===== src/rtl/dcache_req_arbiter.sv =====
// Arbitrates the d1/d2 memory slots onto the single dcache request port and routes responses back in order.
// Optional: DCACHE_ARB_FULL_BYPASS_EN lets a request issue at full occupancy when a response retires in the same cycle.
module dcache_req_arbiter #(
  parameter int DEPTH = 4
) (
  input  logic        clk,
  input  logic        reset,
  input  logic        d1_valid,
  input  logic        d2_valid,
  input  logic        d1_we,
  input  logic        d2_we,
  input  logic [1:0]  d1_size,
  input  logic [1:0]  d2_size,
  input  logic [3:0]  d1_wstrb,
  input  logic [3:0]  d2_wstrb,
  input  logic [31:0] d1_pa,
  input  logic [31:0] d2_pa,
  input  logic [31:0] d1_wdata,
  input  logic [31:0] d2_wdata,
  input  logic        d1_uncached,
  input  logic        d2_uncached,
  output logic        d1_addr_ok,
  output logic        d2_addr_ok,
  output logic        d1_data_ok,
  output logic        d2_data_ok,
  output logic [31:0] d1_rdata,
  output logic [31:0] d2_rdata,
  output logic        dcache_req,
  output logic        dcache_wr,
  output logic [1:0]  dcache_size,
  output logic [3:0]  dcache_wstrb,
  output logic [31:0] dcache_addr,
  output logic [31:0] dcache_wdata,
  output logic        dcache_uncached,
  input  logic        dcache_addr_ok,
  input  logic        dcache_data_ok,
  input  logic [31:0] dcache_rdata
);

  // state   | meaning
  // IDLE    | no held grant, arbitrate d1 over d2
  // HOLD_D1 | d1 issued but not accepted, grant pinned to d1
  // HOLD_D2 | d2 issued but not accepted, grant pinned to d2
  typedef enum logic [1:0] {
    IDLE    = 2'd0,
    HOLD_D1 = 2'd1,
    HOLD_D2 = 2'd2
  } state_t;

  localparam int CW = $clog2(DEPTH) + 1;

  state_t           state, state_nxt;
  logic [DEPTH-1:0] id_q;
  logic [CW-1:0]    wr_ptr, rd_ptr, count;
  logic             gnt_d1, gnt_d2, gnt_valid, gnt_unc;
  logic             empty, full, full_block, blocked;
  logic             push, pop, head;

  function automatic logic [CW-1:0] ptr_inc(input logic [CW-1:0] p);
    return (p == CW'(DEPTH - 1)) ? '0 : p + CW'(1);
  endfunction

  assign empty = (count == '0);
  assign full  = (count == CW'(DEPTH));
  assign pop   = dcache_data_ok && !empty;
  assign push  = dcache_req && dcache_addr_ok;

`ifdef DCACHE_ARB_FULL_BYPASS_EN
  assign full_block = full && !pop;
`else
  assign full_block = full;
`endif

  always_comb begin
    head = 1'b0;
    for (int i = 0; i < DEPTH; i++) begin
      if (rd_ptr == CW'(i)) head = id_q[i];
    end
  end

  // Response side: the registered head entry picks the slot, data passes straight through.
  assign d1_data_ok = pop && !head;
  assign d2_data_ok = pop && head;
  assign d1_rdata   = dcache_rdata;
  assign d2_rdata   = dcache_rdata;

  always_ff @(posedge clk or negedge reset) begin
    if (!reset) begin
      state <= IDLE;
    end else begin
      state <= state_nxt;
    end
  end

  always_comb begin
    state_nxt       = state;
    gnt_d1          = 1'b0;
    gnt_d2          = 1'b0;
    dcache_req      = 1'b0;
    dcache_wr       = 1'b0;
    dcache_size     = '0;
    dcache_wstrb    = '0;
    dcache_addr     = '0;
    dcache_wdata    = '0;
    dcache_uncached = 1'b0;
    d1_addr_ok      = 1'b0;
    d2_addr_ok      = 1'b0;

    case (state)
      IDLE: begin
        if (d1_valid)      gnt_d1 = 1'b1;
        else if (d2_valid) gnt_d2 = 1'b1;
      end
      HOLD_D1: gnt_d1 = d1_valid;
      HOLD_D2: gnt_d2 = d2_valid;
      default: ;
    endcase

    gnt_valid = gnt_d1 || gnt_d2;
    gnt_unc   = (gnt_d1 && d1_uncached) || (gnt_d2 && d2_uncached);
    // Uncached accesses are strongly ordered: they wait until nothing is outstanding.
    blocked   = full_block || (gnt_unc && !empty);
    dcache_req = reset && gnt_valid && !blocked;

    if (gnt_d1) begin
      dcache_wr       = d1_we;
      dcache_size     = d1_size;
      dcache_wstrb    = d1_wstrb;
      dcache_addr     = d1_pa;
      dcache_wdata    = d1_wdata;
      dcache_uncached = d1_uncached;
    end else if (gnt_d2) begin
      dcache_wr       = d2_we;
      dcache_size     = d2_size;
      dcache_wstrb    = d2_wstrb;
      dcache_addr     = d2_pa;
      dcache_wdata    = d2_wdata;
      dcache_uncached = d2_uncached;
    end

    d1_addr_ok = gnt_d1 && push;
    d2_addr_ok = gnt_d2 && push;

    case (state)
      IDLE: begin
        if (dcache_req && !dcache_addr_ok) state_nxt = gnt_d1 ? HOLD_D1 : HOLD_D2;
      end
      HOLD_D1: begin
        if (!d1_valid || push) state_nxt = IDLE;
      end
      HOLD_D2: begin
        if (!d2_valid || push) state_nxt = IDLE;
      end
      default: state_nxt = IDLE;
    endcase
  end

  always_ff @(posedge clk or negedge reset) begin
    if (!reset) begin
      id_q   <= '0;
      wr_ptr <= '0;
      rd_ptr <= '0;
      count  <= '0;
    end else begin
      if (push) begin
        for (int i = 0; i < DEPTH; i++) begin
          if (wr_ptr == CW'(i)) id_q[i] <= gnt_d2;
        end
        wr_ptr <= ptr_inc(wr_ptr);
      end
      if (pop) rd_ptr <= ptr_inc(rd_ptr);
      case ({push, pop})
        2'b10:   count <= count + CW'(1);
        2'b01:   count <= count - CW'(1);
        default: count <= count;
      endcase
    end
  end

endmodule


===== config.mk =====
export PLATFORM = sky130hd
export DESIGN_NAME = dcache_req_arbiter
export DESIGN_NICKNAME = d
export VERILOG_FILES = /design/src/rtl/dcache_req_arbiter.sv
export SDC_FILE = /design/constraint.sdc
export NUM_CORES = 1
export LEC_CHECK = 0
export ABC_CLOCK_PERIOD_IN_PS = 2900
export CAP_MARGIN = 40
export CORE_AREA = 2 2 125 127
export CTS_CLUSTER_SIZE = 30
export DETAILED_ROUTE_END_ITERATION = 6
export DIE_AREA = 0 0 127 129
export PLACE_DENSITY_LB_ADDON = 0.25
export SYNTH_ARGS = -nofsm -noshare
export SYNTH_HDL_FRONTEND = slang
export SYNTH_SLANG_ARGS = --single-unit

===== constraint.sdc =====
create_clock -name clk -period 2.9 [get_ports clk]
set_input_delay 0.58 -clock clk [delete_from_list [all_inputs] [get_ports clk]]
set_output_delay 0.58 -clock clk [all_outputs]
set_load 0.1 [all_outputs]

# ---- Word-level counts from Yosys, hierarchy flattened
# Index checks and enable logic that the tools add are counted.
dict set report word_totals {
  mem_bits_rw 0
  memories 0
  output_inout_bits 141
  ff_bits 15
  latchBits 0
  mem_bits_ro 0
}
dict set report classes {
  eq_ne 14
  shift 0
  n_lt_le_gt_ge 0
  mul 0
  bitwise_logic 0
  n_div 0
  addsub 4
  mux 29
  n_reduce_logical 33
}
# cell count
set op_table {}
lappend op_table {{32-bit two-way mux} 4}
lappend op_table {{3-bit by 2-bit == test with 1-bit output (second input constant)} 4}
lappend op_table {{1-bit logical AND} 12}
lappend op_table {{2-bit two-way mux} 6}
lappend op_table {{1-bit two-way mux} 11}
lappend op_table {{3-bit by 1-bit adder with 3-bit output (second input constant)} 3}
lappend op_table {{3-bit zero test} 3}
lappend op_table {{4-bit two-way mux} 2}
lappend op_table {{2-bit AND reduction} 4}
lappend op_table {{3-bit by 1-bit == test with 1-bit output (second input constant)} 2}
lappend op_table {{1-bit zero test} 6}
lappend op_table {{3-bit two-way mux} 2}
lappend op_table {{2-bit inequality test (second input constant)} 3}
lappend op_table {{2-bit one-hot mux with 3 select lines} 1}
lappend op_table {{3-bit one-hot mux with 2 select lines} 1}
lappend op_table {{1-bit logical OR} 5}
lappend op_table {{2-bit by 1-bit == test with 1-bit output (second input constant)} 2}
lappend op_table {{2-bit == test (second input constant)} 2}
lappend op_table {{1-bit one-hot mux with 2 select lines} 2}
lappend op_table {{3-bit == test (second input constant)} 1}
lappend op_table {{3-bit AND reduction} 1}
lappend op_table {{3-bit by 1-bit subtractor with 3-bit output (second input constant)} 1}
lappend op_table {{2-bit zero test} 1}
lappend op_table {{2-bit nonzero test} 1}

# ---- Logic depth before layout (Yosys ltp)
# Gate-level depths: netlist of run 1.
dict set report depth {
  ltp_word 13
  ltp_mapped 9
  mapped_depth_nobuf 8
}

# ---- Least setup slack after synthesis of run 1
# No wires, ideal clock.
dict set report synth_timing {
  path_kind {input to output}
  startpoint {input d1_valid}
  endpoint {output d2_addr_ok}
  arrival_ns 3.302
  stages 5
  required_ns 2.320
  setup_slack_ns -0.982
  cell_sequence {nand2b_1 buf_6 mux2i_4 o2111ai_4 nor3_1}
}
dict set report synth_via {
  elab_chain_len 10
}
# item line_no
set synth_lines {}
lappend synth_lines {{start, declared} 8} ;# input logic d1_valid,
lappend synth_lines {{1-bit two-way mux} 111} ;# if (d1_valid) gnt_d1 = 1'b1;
lappend synth_lines {{1-bit one-hot mux with 2 select lines} 109} ;# case (state)
lappend synth_lines {{1-bit logical AND} 120} ;# gnt_unc = (gnt_d1 && d1_uncached) || (gnt_d2 && d2_uncached);
lappend synth_lines {{1-bit logical OR} 120}
lappend synth_lines {{1-bit logical AND} 122} ;# blocked = full_block || (gnt_unc && !empty);
lappend synth_lines {{1-bit logical OR} 122}
lappend synth_lines {{1-bit zero test} 123} ;# dcache_req = reset && gnt_valid && !blocked;
lappend synth_lines {{1-bit logical AND} 123}
lappend synth_lines {{1-bit logical AND} 66} ;# assign push = dcache_req && dcache_addr_ok;
lappend synth_lines {{1-bit logical AND *} 142} ;# d2_addr_ok = gnt_d2 && push;
lappend synth_lines {{end, declared} 23} ;# output logic d2_addr_ok,
# Every way passes the cells marked *; elsewhere a longest branch is shown, timed or not.

# ---- Worst setup path after layout of run 1
dict set report layout_timing {
  startpoint {input d1_valid}
  endpoint {output d1_addr_ok}
}
dict set report layout_via {
  elab_chain_len 10
}
# item line_no
set layout_lines {}
lappend layout_lines {{1-bit two-way mux} 111}
lappend layout_lines {{1-bit one-hot mux with 2 select lines} 109}
lappend layout_lines {{1-bit logical AND} 120}
lappend layout_lines {{1-bit logical OR} 120}
lappend layout_lines {{1-bit logical AND} 122}
lappend layout_lines {{1-bit logical OR} 122}
lappend layout_lines {{1-bit zero test} 123}
lappend layout_lines {{1-bit logical AND} 123}
lappend layout_lines {{1-bit logical AND} 66}
lappend layout_lines {{1-bit logical AND *} 141} ;# d1_addr_ok = gnt_d1 && push;
lappend layout_lines {{end, declared} 22} ;# output logic d1_addr_ok,
# Marked as above.

==> metrics.log, run 1 <==
INFO  metric timing.critical_path.slowest_stage_cell = clkdlybuf4s50_1
INFO  metric slew_headroom = 66.0%
INFO  metric power.share.sequential = a little over a tenth
INFO  metric post_drt_via_cell_ratio = 4.22
INFO  metric antenna_found_initial = 0
INFO  metric dominantRegCellSynth = dfrtp_1
INFO  metric placed_cells_incl_taps = 593
INFO  metric count_of_yosys_warnings_during_synthesis = 0
INFO  metric remaining_drc_errors = 0
INFO  metric worstPathBufferInverterCount = 3
INFO  metric report.final.setup_viol = 0
INFO  metric cts_max_path_buffers = 2
INFO  metric power_frac_clock = 7.8%
INFO  metric layout_setup_ws = 0.146 ns
INFO  metric power_frac_comb = approximately four fifths
INFO  metric die_width = 127 um
INFO  metric dr.pass1.iters = 4
INFO  metric hold_slack = 0.494 ns
INFO  metric cell_area_after_synthesis = 2190 um2
INFO  metric post_cts.repair.setup_buffers = 0
INFO  metric clock_skew = 0.00485 ns
INFO  metric route.vias.total = 2522
INFO  metric timing.critical_path.to_type = output pin
INFO  metric number_of_top_level_pins = 323
INFO  metric worstPathMaxFanout = 4
INFO  metric netlist-cell-type-count = 35
INFO  metric number_of_enable_type_register_cells_in_the_synthesized_netlist = 0
INFO  metric route.final.wire_length = around 11000 um
INFO  metric cts_buffers = 3
INFO  metric synth.ff_latch_count = 15
INFO  metric final.setup.tns = 0 ns
INFO  metric clock_sinks = 15
INFO  metric maximum_number_of_pins_on_one_net_before_global_route_repair = 61
INFO  metric first_global_vias = roughly 2500
INFO  metric post_cts_hold_buffer_count = 0
INFO  metric cts-root-buf = clkbuf_16
INFO  metric place_congestion = 0.785
INFO  metric syn_to_final_growth = 133%
INFO  metric maxSlewViolCount = 0
INFO  metric worst_ep_arrival_time = 2.17 ns
INFO  metric detail-route-antenna-nets = 0
INFO  metric clock_tree.htree_level_count = 1
INFO  metric cts.reportedPaths.clkPinSlew = 0.05 ns
INFO  metric power_report.internal_total = 1.57 mW
INFO  metric crit_path_time_final = around 2.8 ns
INFO  metric insertion_delay = 0.25 ns
INFO  metric min_period_over_period = 95.0%
INFO  metric fmax = 363 MHz
INFO  metric nets = around 600
INFO  metric cellPowerDensity = approximately 680 nW/um2
INFO  metric hold_class = reg -> reg
INFO  metric critical-path-max-stage-delay = 0.43 ns
INFO  metric critical_path_required = 2.32 ns
INFO  metric synth.yosys.seq_area_share = 17.1%
INFO  metric switch_pwr = 1.91 mW
INFO  metric critical-path-top-delay-family = buffers and inverters
INFO  metric place.port_buffers = 226
INFO  metric drv.max_cap_violation_count = 0
INFO  metric cts_repair_resize_count = 0
INFO  metric postLayoutCellArea = ~5100 um2
INFO  metric path_class = in -> out
INFO  metric grt_setup_unrepaired = no
INFO  metric dpl-instance-area = 5040 um2
INFO  metric avgSynthCellArea = 8.81 um2
INFO  metric globalRouteTotalUtil = 12.3%
INFO  metric rows = 45
INFO  metric die_y = 129 um
INFO  metric synth.net_count = 441
INFO  metric gr-total-overflow = 0
INFO  metric power_switching_share = a little over half
INFO  metric finalHoldViolCount = 0
INFO  metric pre_cts_ws = 0.0710 ns
INFO  metric ir_drop = 0.318 mV
INFO  metric die-area = 16400 um2
INFO  metric post_drt_wl_per_cell = approximately 19 um
INFO  metric tritoncts_clock_tree = done
INFO  metric drt_first_iter_violations = 65
INFO  metric critical_path.startpoint_type = input port
INFO  metric totalPowerFinal = approximately 3.5 mW
INFO  metric share_of_final_layout_standard_cells_stronger_than_drive_strength_1 = 25.7%
INFO  metric antenna_diode_count = 0
INFO  metric grt_first_pass_wirelength = 15400 um
INFO  metric fillerInstances = 1523
INFO  metric cp_cell_sequence = clkdlybuf4s50_1 -> nand2b_1 -> mux2i_4 -> o2111ai_4 -> buf_4 -> nor2_2 -> buf_12
INFO  metric fp.coreArea = 15000 um2
INFO  metric floorplan.initialDensity = between 10% and 20%
INFO  metric outcome = finished, final reports clean
INFO  metric worst_slew_pin_slew = 0.509 ns
INFO  metric cellLeakagePower = ~2.1 nW
INFO  metric finish.utilization = ~34%
INFO  metric finalNonFillerCells = 597
INFO  metric dp.final_hpwl = about 9400 um
INFO  metric async_reset_ff_share = 100%
INFO  metric synthesis.instances = 249
==> cells in the mapped netlist (3+ instances only) <==
| cell type | n | area (um2) |
|---|---|---|
| dfrtp_1 | 15 | 375 |
| o21ai_0 | 9 | 45.0 |
| inv_1 | 9 | 33.8 |
| nand3b_1 | 4 | 30.0 |
| nand2b_1 | 3 | 18.8 |
| buf_4 | 64 | 480 |
| clkbuf_1 | 8 | 30.0 |
| ha_1 | 9 | 113 |
| nor2_1 | 6 | 22.5 |
| o21a_1 | 3 | 22.5 |
| a22o_1 | 71 | 622 |
| a2111oi_0 | 4 | 35.0 |
| nor3_1 | 3 | 15.0 |
| mux2_2 | 5 | 56.3 |
| nand2_1 | 6 | 22.5 |
| buf_2 | 6 | 30.0 |
==> kinds of logic after synthesis <==
family / Yosys count / share of synthesized area (%)
buffers and inverters: 90 / 27.0
muxes: 9 / 5.19
AOI/OAI and AO/OA: 96 / 37.1
DFF: 15 / 17.1
and+or+nand+nor: 26 / 6.39
adders and majority gates: 10 / 6.04
xor gates and xnor gates: 3 / 1.20
==> registers in the layout, indices dropped and copies added, names as in the netlist <==
signal	flops
count	3
id_q	4
rd_ptr	3
state	2
wr_ptr	3
==> cell type report <==
cell class | instances | area [um2] | share of cell area, %
sequential | 15 | 375 | 7.33
inverter | 9 | 33.8 | 0.660
timing repair buffer | 237 | 3140 | 61.4
multi-input combinational | 144 | 1250 | 24.5
clock buffer | 4 | 78.8 | 1.54
tap | 188 | 235 | 4.60
==> layout by cell type (no fill, tap or decap), types with 2 or more instances in the layout <==
master / netlist / layout
buf_12: 0 / 79
a2111oi_0: 4 / 4
inv_1: 9 / 9
mux2i_1: 2 / 2
nand2_1: 6 / 6
o21a_1: 3 / 3
clkdlybuf4s50_1: 0 / 149
clkbuf_16: 0 / 3
nand2b_1: 3 / 3
a21oi_1: 2 / 2
nor2_1: 6 / 4
mux2_2: 5 / 5
xnor2_1: 2 / 2
o21ai_0: 9 / 9
nand3b_1: 4 / 4
a22o_1: 71 / 71
nor3_2: 0 / 2
dfrtp_1: 15 / 15
o211a_1: 2 / 2
ha_1: 9 / 9
buf_4: 64 / 9
==> final timing paths <==
| path | from | endpoint | slack (ns) | cells after the start |
|---|---|---|---|---|
| min in group asynchronous | reset | rd_ptr[0] | 0.70 | 2 |
| max in group asynchronous | reset | rd_ptr[1] | 2.02 | 2 |
| worst max-delay path | d1_valid | d1_addr_ok | 0.15 | 7 |
| worst min-delay path | count[2] | count[2] | 0.49 | 1 |
| worst max register to register | count[1] | count[1] | 0.61 | 6 |
| worst min register to register | count[2] | count[2] | 0.49 | 1 |
==> per-layer routing <==
metal  global-route usage, %  up-vias  wire length [um]
met4                    3.30        0               179
li1                        -     1185                 -
met2                    19.7      147              5160
met3                    3.66       25              1040
met1                    16.3     1165              4700
met5                       0        -                 0
==> power by group through the flow <==
stage,clock network (mW),logic (mW),registers [mW]
3_5_place_dp,0,2.87,0.366
4_1_cts,0.279,2.89,0.363
6_report,0.271,2.85,0.364
3_3_place_gp,0,2.85,0.359
2_1_floorplan,0,2.15,0.344
5_1_grt,0.293,2.98,0.378
Power figures use the tool's default switching activity.
==> run 2: changes to the inputs <==
--- a/config.mk
+++ b/config.mk
@@ -5,12 +5,12 @@
 export SDC_FILE = /design/constraint.sdc
 export NUM_CORES = 1
 export LEC_CHECK = 0
-export ABC_CLOCK_PERIOD_IN_PS = 2900
+export ABC_CLOCK_PERIOD_IN_PS = 3320
 export CAP_MARGIN = 40
-export CORE_AREA = 2 2 125 127
+export CORE_AREA = 2 2 127 129
 export CTS_CLUSTER_SIZE = 30
 export DETAILED_ROUTE_END_ITERATION = 6
-export DIE_AREA = 0 0 127 129
+export DIE_AREA = 0 0 129 131
 export PLACE_DENSITY_LB_ADDON = 0.25
 export SYNTH_ARGS = -nofsm -noshare
 export SYNTH_HDL_FRONTEND = slang
==> constraint.sdc (replaced) <==
create_clock -name clk -period 3.32 [get_ports clk]
set_input_delay 0.664 -clock clk [delete_from_list [all_inputs] [get_ports clk]]
set_output_delay 0.664 -clock clk [all_outputs]
set_load 0.1 [all_outputs]
==> metrics.log, run 2 (same netlist as run 1, synthesis figures left out) <==
INFO  metric outcome = finished, final reports clean
INFO  metric die_width = 129 um (+1.6%)
INFO  metric nets = 597 (-0.83%)
INFO  metric post_drt_wl_per_cell = 18.8 um (+1.4%)
INFO  metric min_period_over_period = between 80% and 90%
INFO  metric globalRouteTotalUtil = 11.9% (-0.40 points)
INFO  metric drt_first_iter_violations = 58 (-11%)
INFO  metric cellLeakagePower = 2.08 nW (-1.1%)
INFO  metric rows = 46 (+2.2%)
INFO  metric first_global_vias = 2472 (-0.88%)
INFO  metric share_of_final_layout_standard_cells_stronger_than_drive_strength_1 = 24.8% (-0.92 points)
INFO  metric number_of_top_level_pins = 323 (unchanged)
INFO  metric largest_register_ff_count = 4 (unchanged)
INFO  metric path_class = in -> out
INFO  metric drv.max_cap_violation_count = 0 (unchanged)
INFO  metric clock_tree.htree_level_count = 1 (unchanged)
INFO  metric antenna_diode_count = 0 (unchanged)
INFO  metric finalHoldViolCount = 0 (unchanged)
INFO  metric cp_cell_sequence = clkdlybuf4s50_1 -> nand2b_1 -> mux2i_4 -> o2111ai_4 -> nor2_1 -> buf_12
INFO  metric report.final.setup_viol = 0 (unchanged)
INFO  metric finish.utilization = 32.8% (-1.4 points)
INFO  metric critical_path.reg2reg.startpoint = count[0]
INFO  metric slew_headroom = 62.0% (-4.0 points)
INFO  metric crit_path_time_final = 2.96 ns
INFO  metric worst_ep_arrival_time = 2.29 ns (+0.12 ns)
INFO  metric critical_path_required = 2.66 ns (+0.34 ns)
INFO  metric cts_buffers = 3 (unchanged)
INFO  metric place.port_buffers = 226 (unchanged)
INFO  metric post_drt_via_cell_ratio = 4.03 (-4.6%)
INFO  metric die_y = 131 um (+1.6%)
INFO  metric remaining_drc_errors = 0 (unchanged)
INFO  metric route.final.wire_length = 11700 um (+5.3%)
INFO  metric critical_path.startpoint = d1_valid
INFO  metric worstPathMaxFanout = 7 (+3)
INFO  metric timing.critical_path.slowest_stage_cell = clkdlybuf4s50_1
INFO  metric mostFrequentLayoutCell = clkdlybuf4s50_1
INFO  metric fp.coreArea = 15600 um2 (+4.1%)
INFO  metric gr-total-overflow = 0 (unchanged)
INFO  metric clock_sinks = 15 (unchanged)
INFO  metric floorplan.initialDensity = 14.1% (-0.58 points)
INFO  metric clock_skew = 0.00131 ns (-0.00353 ns)
INFO  metric critical-path-max-stage-delay = 0.43 ns (about the same)
INFO  metric hold_class = reg -> reg
INFO  metric grt_first_pass_wirelength = 15000 um (-2.3%)
INFO  metric dr.pass1.iters = 4 (unchanged)
INFO  metric ir_drop = 0.235 mV (-26%)
INFO  metric grt_setup_unrepaired = no
INFO  metric critical_path.startpoint_type = input port
INFO  metric timing.critical_path.to_type = output pin
INFO  metric antenna_found_initial = 0 (unchanged)
INFO  metric post_cts_hold_buffer_count = 0 (unchanged)
INFO  metric post_cts.repair.setup_buffers = 0 (unchanged)
INFO  metric layout_common_cells = 149 x clkdlybuf4s50_1, 79 x buf_12, 71 x a22o_1
INFO  metric insertion_delay = 0.25 ns (about the same)
INFO  metric cts_max_path_buffers = 2 (unchanged)
INFO  metric worstHoldStart = count[2]
INFO  metric cts.reportedPaths.clkPinSlew = 0.05 ns (about the same)
INFO  metric fmax = 338 MHz
INFO  metric maxSlewViolCount = 0 (unchanged)
INFO  metric route.vias.total = 2498 (-0.95%)
INFO  metric place_congestion = 0.735 (-6.3%)
INFO  metric maximum_number_of_pins_on_one_net_before_global_route_repair = 58 (-4.9%)
INFO  metric die-area = 16900 um2 (+3.1%)
INFO  metric cellPowerDensity = 595 nW/um2 (-13%)
INFO  metric dpl-instance-area = 5030 um2 (about the same)
INFO  metric worst_slew_pin_slew = 0.569 ns (+0.0604 ns)
INFO  metric dp.final_hpwl = 9990 um (+6.1%)
INFO  metric cts_repair_resize_count = 0 (unchanged)
INFO  metric syn_to_final_growth = 133% (about the same)
INFO  metric tritoncts_clock_tree = done
INFO  metric largest_register = id_q
INFO  metric postLayoutCellArea = 5120 um2 (about the same)
INFO  metric cts-root-buf = clkbuf_16
INFO  metric final.setup.tns = 0 ns (unchanged)
INFO  metric detail-route-antenna-nets = 0 (unchanged)
## run 2: cell type report
| type | instances | area, um2 |
|---|---|---|
| multi-input combinational | 144 | 1250 |
| tap | 216 | 270 |
| timing repair buffer | 232 | 3100 |
| clock buffer | 3 | 75.1 |
| fill | 1576 | 10500 |
| clock inverter | 1 | 7.51 |
| inverter | 9 | 33.8 |
| sequential | 15 | 375 |
## run 2: path summary, 6_finish.rpt
| path | end | slack (ns) | depth (start not counted) |
|---|---|---|---|
| max | d1_addr_ok | 0.36 | 6 |
| min | count[2] | 0.51 | 1 |
| max reg2reg | count[1] | 0.88 | 6 |
| min reg2reg | count[2] | 0.51 | 1 |
| max in group asynchronous | rd_ptr[2] | 2.34 | 2 |
| min in group asynchronous | count[1] | 0.80 | 2 |
## run 2: per-layer routing
metal / wire, um / vias up / global-route usage, %
met5: 0 / - / 0
met4: 89 / 0 / 1.73
met3: 1360 / 10 / 4.76
met2: 5770 / 161 / 21.0
met1: 4460 / 1150 / 14.1
li1: - / 1177 / -
## run 2: critical path: cells and delay by family
family                 cells  cell delay, ns
AO/OA/AOI/OAI              1            0.23
multiplexers               1            0.34
AND/OR/NAND/NOR            2            0.42
buffers and inverters      2            0.64
## run 2: per-stage QoR
stage	worst slack (ns)	power (mW)	hold WS, ns	std cells
6_report	0.364	3.04	0.506	620
5_1_grt	0.211	3.18	0.533	620
4_1_cts	0.346	3.08	0.505	620
3_5_place_dp	0.271	2.82	0.494	616
3_3_place_gp	0.317	2.79	0.474	616
2_1_floorplan	0.0363	2.17	0.368	249
## run 2: report_power, final
group / internal, mW / total (mW) / switching [mW]
Sequential: 0.251 / 0.316 / 0.0649
Combinational: 0.951 / 2.48 / 1.53
Clock: 0.162 / 0.244 / 0.0815
Total: 1.36 / 3.04 / 1.68
